<file path="config.mk">
export PLATFORM = sky130hd
export DESIGN_NAME = id_scoreboard
export DESIGN_NICKNAME = d
export VERILOG_FILES = /design/src/rtl/proc_vec_pkg.sv /design/src/rtl/pend_counter.sv /design/src/rtl/id_scoreboard.sv
export SDC_FILE = /design/constraint.sdc
export NUM_CORES = 1
export LEC_CHECK = 0
export ABC_AREA = 1
export CAP_MARGIN = 20
export CELL_PAD_IN_SITES_DETAIL_PLACEMENT = 0
export CELL_PAD_IN_SITES_GLOBAL_PLACEMENT = 1
export CORE_ASPECT_RATIO = 0.9
export CORE_MARGIN = 1
export CORE_UTILIZATION = 36
export DETAILED_ROUTE_END_ITERATION = 6
export HOLD_SLACK_MARGIN = 0.03
export PLACE_DENSITY = 0.77
export SYNTH_ARGS = -nofsm -noshare
export SYNTH_HDL_FRONTEND = slang
export SYNTH_SLANG_ARGS = --single-unit
</file>
<file path="constraint.sdc">
create_clock -name clk -period 2.5 [get_ports clk]
set_input_delay 0.25 -clock clk [delete_from_list [all_inputs] [get_ports clk]]
set_output_delay 0.25 -clock clk [all_outputs]
set_load 0.02 [all_outputs]
</file>
<file path="src/rtl/proc_vec_pkg.sv">
// Shared constants for the vector/scalar decode stage: instruction field layout,
// register-bank encoding and scoreboard sizing.
package proc_vec_pkg;

  localparam int REG_ADDR_W  = 3;
  localparam int NUM_REGS    = 1 << REG_ADDR_W;
  localparam int INSTR_W     = 14;

  localparam int MAX_OUT     = 3;
  localparam int STALL_CNT_W = 16;

  localparam int SRC1_MSB    = 5;
  localparam int SRC1_LSB    = 3;
  localparam int SRC2_MSB    = 2;
  localparam int SRC2_LSB    = 0;
  localparam int DEST3_MSB   = 8;
  localparam int DEST3_LSB   = 6;
  localparam int DEST2_MSB   = 9;
  localparam int DEST2_LSB   = 8;
  localparam int OPCODE_MSB  = 13;
  localparam int OPCODE_LSB  = 10;

  typedef enum logic {
    BANK_SCA = 1'b0,
    BANK_VEC = 1'b1
  } bank_e;

  // The short destination form only reaches registers 0..3.
  function automatic logic [REG_ADDR_W-1:0] dest_addr(
    input logic [INSTR_W-1:0] instr,
    input logic               sel_dest
  );
    if (sel_dest) begin
      dest_addr = {1'b0, instr[DEST2_MSB:DEST2_LSB]};
    end else begin
      dest_addr = instr[DEST3_MSB:DEST3_LSB];
    end
  endfunction

endpackage

</file>
<file path="src/rtl/pend_counter.sv">
// Outstanding-write counter for one register: saturating up/down count with
// clear, status flags and an underflow pulse for writebacks nobody asked for.
module pend_counter #(
  parameter int MAX_OUT = 3,
  parameter int CNT_W   = $clog2(MAX_OUT + 1)
) (
  input  logic clk,
  input  logic rst,
  input  logic clr,
  input  logic inc,
  input  logic dec,
  output logic zero,
  output logic one,
  output logic full,
  output logic underflow
);

  localparam logic [CNT_W-1:0] CNT_MAX = CNT_W'(MAX_OUT);
  localparam logic [CNT_W-1:0] CNT_ONE = CNT_W'(1);

  logic [CNT_W-1:0] count_q;
  logic [CNT_W-1:0] count_d;

  assign zero = (count_q == '0);
  assign one  = (count_q == CNT_ONE);
  assign full = (count_q == CNT_MAX);

  // A simultaneous inc cancels the dec, so that case is not an underflow.
  assign underflow = dec & ~inc & zero;

  always_comb begin
    count_d = count_q;
    if (clr) begin
      count_d = '0;
    end else if (inc && !dec && !full) begin
      count_d = count_q + CNT_ONE;
    end else if (dec && !inc && !zero) begin
      count_d = count_q - CNT_ONE;
    end
  end

  always_ff @(posedge clk) begin
    if (rst) begin
      count_q <= '0;
    end else begin
      count_q <= count_d;
    end
  end

endmodule

</file>
<file path="src/rtl/id_scoreboard.sv">
// Decode-stage hazard scoreboard for 8 vector + 8 scalar registers.
// Optional macro WB_BYPASS_EN lets a same-cycle final writeback clear a source hazard.
module id_scoreboard
  import proc_vec_pkg::*;
#(
  parameter int MAX_OUT     = proc_vec_pkg::MAX_OUT,
  parameter int STALL_CNT_W = proc_vec_pkg::STALL_CNT_W
) (
  input  logic                   clk,
  input  logic                   rst,
  input  logic                   id_valid,
  input  logic [INSTR_W-1:0]     id_instr,
  input  logic                   id_sel_dest,
  input  logic                   id_rdv,
  input  logic                   id_rds,
  input  logic                   id_wrv,
  input  logic                   id_wrs,
  input  logic                   flush,
  input  logic                   wb_valid,
  input  logic                   wb_is_vec,
  input  logic [REG_ADDR_W-1:0]  wb_dir,
  output logic                   issue,
  output logic                   stall,
  output logic [NUM_REGS-1:0]    pend_v,
  output logic [NUM_REGS-1:0]    pend_s,
  output logic                   wb_err,
  output logic [STALL_CNT_W-1:0] stall_cnt
);

  logic [REG_ADDR_W-1:0] src1;
  logic [REG_ADDR_W-1:0] src2;
  logic [REG_ADDR_W-1:0] dest;

  logic [NUM_REGS-1:0] inc_v, inc_s, dec_v, dec_s;
  logic [NUM_REGS-1:0] zero_v, zero_s, one_v, one_s, full_v, full_s;
  logic [NUM_REGS-1:0] uf_v, uf_s;
  logic [NUM_REGS-1:0] byp_v, byp_s;
  logic [NUM_REGS-1:0] src_pend_v, src_pend_s;

  logic                   hazard;
  logic                   wb_err_q, wb_err_d;
  logic [STALL_CNT_W-1:0] stall_cnt_q, stall_cnt_d;

  logic unused_opcode;
  assign unused_opcode = ^id_instr[OPCODE_MSB:OPCODE_LSB];

  assign src1 = id_instr[SRC1_MSB:SRC1_LSB];
  assign src2 = id_instr[SRC2_MSB:SRC2_LSB];
  assign dest = dest_addr(id_instr, id_sel_dest);

`ifdef WB_BYPASS_EN
  // The write port commits ahead of the read, so a last outstanding write
  // retiring this cycle no longer blocks readers of that register.
  assign byp_v = dec_v;
  assign byp_s = dec_s;
`else
  assign byp_v = '0;
  assign byp_s = '0;
`endif

  assign src_pend_v = ~zero_v & ~(byp_v & one_v);
  assign src_pend_s = ~zero_s & ~(byp_s & one_s);

  always_comb begin
    hazard = 1'b0;
    if (id_rdv && (src_pend_v[src1] || src_pend_v[src2])) begin
      hazard = 1'b1;
    end
    if (id_rds && src_pend_s[src2]) begin
      hazard = 1'b1;
    end
    if (id_wrv && full_v[dest]) begin
      hazard = 1'b1;
    end
    if (id_wrs && full_s[dest]) begin
      hazard = 1'b1;
    end
  end

  assign issue = id_valid & ~hazard;
  assign stall = id_valid & hazard;

  genvar gi;
  generate
    for (gi = 0; gi < NUM_REGS; gi++) begin : g_reg
      assign inc_v[gi] = issue & id_wrv & (dest == REG_ADDR_W'(gi));
      assign inc_s[gi] = issue & id_wrs & (dest == REG_ADDR_W'(gi));
      assign dec_v[gi] = wb_valid & (wb_is_vec == BANK_VEC) & (wb_dir == REG_ADDR_W'(gi));
      assign dec_s[gi] = wb_valid & (wb_is_vec == BANK_SCA) & (wb_dir == REG_ADDR_W'(gi));

      pend_counter #(
        .MAX_OUT (MAX_OUT)
      ) u_cnt_vec (
        .clk       (clk),
        .rst       (rst),
        .clr       (flush),
        .inc       (inc_v[gi]),
        .dec       (dec_v[gi]),
        .zero      (zero_v[gi]),
        .one       (one_v[gi]),
        .full      (full_v[gi]),
        .underflow (uf_v[gi])
      );

      pend_counter #(
        .MAX_OUT (MAX_OUT)
      ) u_cnt_sca (
        .clk       (clk),
        .rst       (rst),
        .clr       (flush),
        .inc       (inc_s[gi]),
        .dec       (dec_s[gi]),
        .zero      (zero_s[gi]),
        .one       (one_s[gi]),
        .full      (full_s[gi]),
        .underflow (uf_s[gi])
      );
    end
  endgenerate

  assign pend_v = ~zero_v;
  assign pend_s = ~zero_s;

  always_comb begin
    wb_err_d    = wb_err_q | (|uf_v) | (|uf_s);
    stall_cnt_d = stall_cnt_q;
    if (stall && (stall_cnt_q != '1)) begin
      stall_cnt_d = stall_cnt_q + STALL_CNT_W'(1);
    end
  end

  // flush only touches the counters; error and stall statistics survive it.
  always_ff @(posedge clk) begin
    if (rst) begin
      wb_err_q    <= 1'b0;
      stall_cnt_q <= '0;
    end else begin
      wb_err_q    <= wb_err_d;
      stall_cnt_q <= stall_cnt_d;
    end
  end

  assign wb_err    = wb_err_q;
  assign stall_cnt = stall_cnt_q;

endmodule
</file>
Word level (Yosys, flattened, before mapping):

Cells that the tools add are included.

* $add $sub $neg: 33
* $mul: 0
* div/mod/pow operators: 0
* order comparisons: 3
* equal/unequal tests: 31
* shifts and indexed selects: 0
* muxes and demuxes: 47
* bitwise gates (word level): 92
* reductions and logical operators: 171

Operators with widths (number)
* $and A1 B1 Y1: 70
* $logic_and A1 B1 Y1: 69
* $logic_not A1 Y1: 64
* $mux W2: 32
* $add A2 B1 Y2 const B: 16
* $eq A2 B2 Y1 const B: 16
* $logic_not A2 Y1: 16
* $reduce_bool A2 Y1: 16
* $sub A2 B1 Y2 const B: 16
* $eq A3 B3 Y1 const B: 8
* $not A1 Y1: 18
* $add A16 B1 Y16 const B: 1
* $ne A16 B16 Y1 const B: 1
* $not A8 Y8: 2
* $reduce_or A8 Y1: 2
* $bmux W1 S3: 5
* $eq A3 B2 Y1 const B: 4
* $lt A3 B4 Y1 const B: 3
* $mux W1: 9
* $eq A3 B1 Y1 const B: 2
* $logic_not A3 Y1: 2
* $mux W3: 1
* $or A1 B1 Y1: 2
* $reduce_or A2 Y1: 1
* $logic_or A1 B1 Y1: 1

* flip-flop bits (word level): 49
* bits in latches: 0
* bits in writable memories: 0
* bits in read-only memories: 0
* bits of input ports: 28
* output and inout port bits: 35
* logic and storage cells: 395
* memories kept: 0

Depth between registers and ports, before layout:

* depth after elaboration: 20
* depth in mapped cells: 18
* mapped depth without buffers: 18

By module:

Synthesis repeated with hierarchy kept, for this count alone.

* cell total of the unflattened synthesis: 822
* area, all modules: 5297.6 um^2

Modules (own cells, without submodules)
* pend_counter: instances 16, cells an instance 27, area each 207.7 um^2, seq. area each 40.0 um^2
* id_scoreboard: instances 1, cells an instance 390, area each 1974.4 um^2, seq. area each 340.3 um^2

Least setup slack after synthesis:

No wires, ideal clock.

* kind: flip-flop to flip-flop
* from: reg g_reg[2].u_cnt_vec.count_q[0]
* to: reg g_reg[3].u_cnt_sca.count_q[0]
* setup time: 0.070 ns
* arrival time: 2.152 ns
* required time: 2.430 ns
* path slack: 0.278 ns
* cell stages (with the launch flop): 17
* path buffers: 0
* clock period less this slack: 2.222 ns
* cell sequence: dfxtp_1 > nor2_1 > inv_1 > nand2_1 > nand3_1 > nand2_1 > nand2_1 > nand2_1 > nand2_1 > nand2_1 > nand2_1 > nor3_4 > nand3_1 > or2_1 > nand2_1 > o21ai_0 > a21oi_1

* longest elaborated chain between the ends: 18
* elaborated cells between the ends (all ways): 27
* classes of those cells: eq/ne: 1; mux: 11; bitwise: 5; reduce/logical: 10

RTL lines
* from (decl): line pend_counter.sv:21 `logic [CNT_W-1:0] count_q;`
* from (signal assigned): line pend_counter.sv:46 `count_q <= count_d;`
* $logic_not A2 Y1 *: line pend_counter.sv:24 `assign zero = (count_q == '0);`
* $not A8 Y8 *
* named net pend_v[2]: line id_scoreboard.sv:24 `output logic [NUM_REGS-1:0] pend_v,`
* $bmux W1 S3: line id_scoreboard.sv:66 `if (id_rdv && (src_pend_v[src1] || src_pend_v[src2])) begin`
* $mux W1 (implied by the code): line id_scoreboard.sv:66
* $logic_or A1 B1 Y1 *: line id_scoreboard.sv:66
* $logic_and A1 B1 Y1 *: line id_scoreboard.sv:66
* $mux W1 *: line id_scoreboard.sv:66
* [2 not listed]
* $mux W1 *: line id_scoreboard.sv:75 `if (id_wrs && full_s[dest]) begin`
* $not A1 Y1 *: line id_scoreboard.sv:80 `assign issue = id_valid & ~hazard;`
* $and A1 B1 Y1 *: line id_scoreboard.sv:80
* named net issue: line id_scoreboard.sv:22 `output logic issue,`
* $and A1 B1 Y1 * (2 in a row): line id_scoreboard.sv:87 `assign inc_s[gi] = issue & id_wrs & (dest == REG_ADDR_W'(gi));`
* $logic_not A1 Y1: line pend_counter.sv:37 `end else if (dec && !inc && !zero) begin`
* $logic_and A1 B1 Y1 (2 in a row): line pend_counter.sv:37
* $reduce_bool A2 Y1 (no line)
* to (signal assigned): line pend_counter.sv:46
* to (decl): line pend_counter.sv:21

Mark *: on every way through the listed nets, which the timed path passes. The rest lies on a longest branch. The select of a mux whose other input is x is not followed.
A chain may end at the register's enable or synchronous reset.

Worst setup path in the final report:

* from: in id_instr[3]
* to: out issue

* longest elaborated chain between the ends: 10

RTL lines
* from (decl): line id_scoreboard.sv:12 `input logic [INSTR_W-1:0] id_instr,`
* $bmux W1 S3: line id_scoreboard.sv:66
* $mux W1 (implied by the code): line id_scoreboard.sv:66
* $logic_or A1 B1 Y1: line id_scoreboard.sv:66
* $logic_and A1 B1 Y1: line id_scoreboard.sv:66
* $mux W1: line id_scoreboard.sv:66
* $mux W1: line id_scoreboard.sv:69 `if (id_rds && src_pend_s[src2]) begin`
* $mux W1: line id_scoreboard.sv:72 `if (id_wrv && full_v[dest]) begin`
* $mux W1: line id_scoreboard.sv:75
* $not A1 Y1: line id_scoreboard.sv:80
* $and A1 B1 Y1: line id_scoreboard.sv:80
* to (decl): line id_scoreboard.sv:22

Every way passes these cells. The select of a mux whose other input is x is not followed.

==> results.md <==
* Fin Setup TNS at 0 ns
* Wire length per cell at around 14 um
* # IOs at 63
* Fmax at 423.9 MHz
* Max-slew headroom at 68.52%
* Max clock buf depth at 2
* Setup crit start kind: input port
* Gate power share at 21.6%
* Critical Path Sink Type: output pin
* CTS tree: built
* Initial antenna violation count at 0
* Reg power frac at 48.3%
* Arrival time of the worst setup path at 2.11 ns
* Cell Pwr Density at ~350 mW/mm2
* Worst Clk Skew at 0.01153 ns
* DRC at 0
* Vias in the first global route at 3502
* Worst Tran Pin Value at 0.4686 ns
* Most frequent cells in the layout: nand2_1 (162), inv_1 (73), nor2_1 (59), nand3_1 (59), buf_4 (57)
* Post-CTS Setup Inserts at 0
* Distinct cells, synth at 30
* Max cap viols at 0
* GRT Overall Usage at between 20% and 30%
* Clock share of power at a little under a third
* Mapped cell area at 0.003329 mm2
* Antenna Cells at 0
* Share of layout cells above drive strength 1 at 14.33%
* Std-Cell Rows at 32
* Antenna Nets Post-Route at 0
* Reg clk slew, reported paths at 0.10 ns
* Wirelength, routed at 11140 um
* Clk Latency, worst-skew pair at 0.31 ns
* DIE HEIGHT at around 93 um
* Max-slew violation count at 0
* Largest net degree at the start of global routing at 29
* Vias at roughly 4000
* CTS buffer count at 5
* Hold/Removal Path Class: reg2reg
* Full die area at roughly 0.0096 mm2
* CTS root buf: clkbuf_8
* DP Area at 0.004477 mm2
* Count of clock tree sinks at 49
* Routed vias/inst at 4.972
* DR pass1 iterations at 5
* Post-route cell area at 0.004690 mm2
* Outcome: finished clean
* CP required at ~2.3 ns
* Nets@finish at 719
* CP Max Fanout at 5
* DR iter-0 viols at 190
* Register bit total from synthesis at 49
* RSZ-0062 raised after global routing: false
* Placer Congestion at 0.8734
* Crit path kind: in2out
* Syn_nets at 603
* Mapped Cells at 574
* Die width at 103.4 um
* Sw frac at 30.97%
* Final setup fails at 0
* Placed wire-length estimate at 8985 um
* Period Utilization, post-route at 94.36%
* Commonest non-fill, non-tap cell in the layout: nand2_1
* Sequential share of the synthesized area at 29.46%
* Core area at 0.008768 mm2
* Htree depth at 2
* First-pass GRT wire length at between 15000 and 20000 um
* Initial core utilization at 37.97%
* Power Internal at 1.134 mW
* Final min period at 2.359 ns
* P_leak at 2.105 nW
* Final hold viol count at 0
* Port bufs at 58
* Yosys warning count at 0
* Avg Cell Area, Syn at 5.800 um2
* Layout area overhead at 40.85%
* Total gr overflow at 0
* Psw at 0.5088 mW
* Maximum VDD drop at around 0.22 mV
## cells by family (layout without fill, tap and decap cells)
logic type	after synthesis	count (layout)	share of synthesized area, %
adders and majority gates	1	1	0.3757
AOI/OAI and AO/OA	93	93	14.47
buffers and inverters	86	202	9.808
xor gates and xnor gates	5	5	1.316
and+or+nand+nor	340	341	44.57
DFF	49	49	29.46
## cells in the mapped netlist
master	number	area (um2)
o21ai_1	2	10.01
nand2_1	164	615.6
nor3_4	1	16.27
nor2_2	2	12.51
nor2_1	67	251.5
inv_2	1	3.750
o21ai_2	1	8.760
nor3_1	12	60.06
dfxtp_1	49	980.9
nand3_1	60	300.3
or2_1	3	18.77
o21a_1	1	7.510
buf_1	3	11.26
buf_2	3	15.01
nor3_2	1	10.01
clkbuf_1	3	11.26
nand3_2	1	10.01
nand4_1	9	56.30
a21oi_1	32	160.2
nor4_1	6	37.54
a31oi_1	8	50.05
nor3b_1	2	15.01
ha_1	1	12.51
o21ai_0	49	245.2
inv_1	76	285.3
or2_0	7	43.79
xnor2_1	3	26.28
xor2_1	2	17.52
nand2_4	1	11.26
nand2_2	4	25.02
## per-stage QoR
step | std cells | utilization, % | setup WS, ns | total power [mW] | hold slack, ns
after floorplan | 574 | - | 0.2781 | 0.9897 | 0.4431
after CTS | 809 | 52.13 | 0.001456 | 1.638 | 0.4815
after detailed placement | 801 | 51.06 | -0.3845 | 1.145 | 0.4619
final | 810 | 53.48 | 0.1411 | 1.643 | 0.4871
after global routing | 810 | 53.48 | 0.008098 | 1.713 | 0.5093
after global placement | 801 | 51.06 | -0.3544 | 1.143 | 0.4545
## state kept, by name, summed over array words and instances, names as in the netlist
| name | flops |
|---|---|
| g.u_cnt_vec.count_q | 16 |
| stall_cnt | 16 |
| wb_err | 1 |
| g.u_cnt_sca.count_q | 16 |
## power groups by stage
stage / logic [mW] / registers [mW] / clock network, mW
after floorplan: 0.171 / 0.818 / 0
after global placement: 0.332 / 0.811 / 0
after detailed placement: 0.333 / 0.812 / 0
after CTS: 0.336 / 0.793 / 0.508
after global routing: 0.390 / 0.795 / 0.528
final: 0.354 / 0.794 / 0.495
## metal layers
metal  track usage, %  wire length [um]  vias up
li1                 -                 -     2097
met1            35.76              5663     1802
met2            34.77              4656      115
met3            4.484               694       13
met4            5.164               123        0
met5                0                 0        -
## path summary, 6_finish.rpt
kind                                               from                                    endpoint  slack [ns]  cells after the start
max                                         id_instr[3]                                       issue        0.14                     14
min          g_reg[5].u_cnt_sca.count_q[0]$_SDFFE_PP0P_  g_reg[5].u_cnt_sca.count_q[0]$_SDFFE_PP0P_        0.49                      1
max reg2reg  g_reg[4].u_cnt_vec.count_q[0]$_SDFFE_PP0P_  g_reg[0].u_cnt_vec.count_q[0]$_SDFFE_PP0P_        0.21                     19
min reg2reg  g_reg[5].u_cnt_sca.count_q[0]$_SDFFE_PP0P_  g_reg[5].u_cnt_sca.count_q[0]$_SDFFE_PP0P_        0.49                      1
## area by class of cell
type	instances	area [um2]
clock buffers	6	72.57
clock inverters	2	15.01
fillers	889	4079
inverters	77	292.8
multi-input cells	440	2132
flip-flops and latches	49	980.9
well taps	119	148.9
repair buffers	117	1047
## timing repair
item | CTS | global route
gates resized for setup | 8 | 34
hold buffers | 0 | 0
cloned | 0 | 1
endpoints found under the setup margin | 10 | 44
pin swaps | 0 | 5
## critical path, stage by stage
cell and delay (ns):
clkdlybuf4s50_1 0.49, inv_2 0.11, nand2_1 0.05, nand2_1 0.06, nand2_1 0.05, nand2_1 0.06, nand2_1 0.05, nand2_1 0.08
nand2_1 0.07, nand2_1 0.09, nand2_2 0.11, nor3_4 0.20, buf_4 0.14, clkdlybuf4s15_1 0.29
No activity file was read; power rests on OpenSTA's default activity.
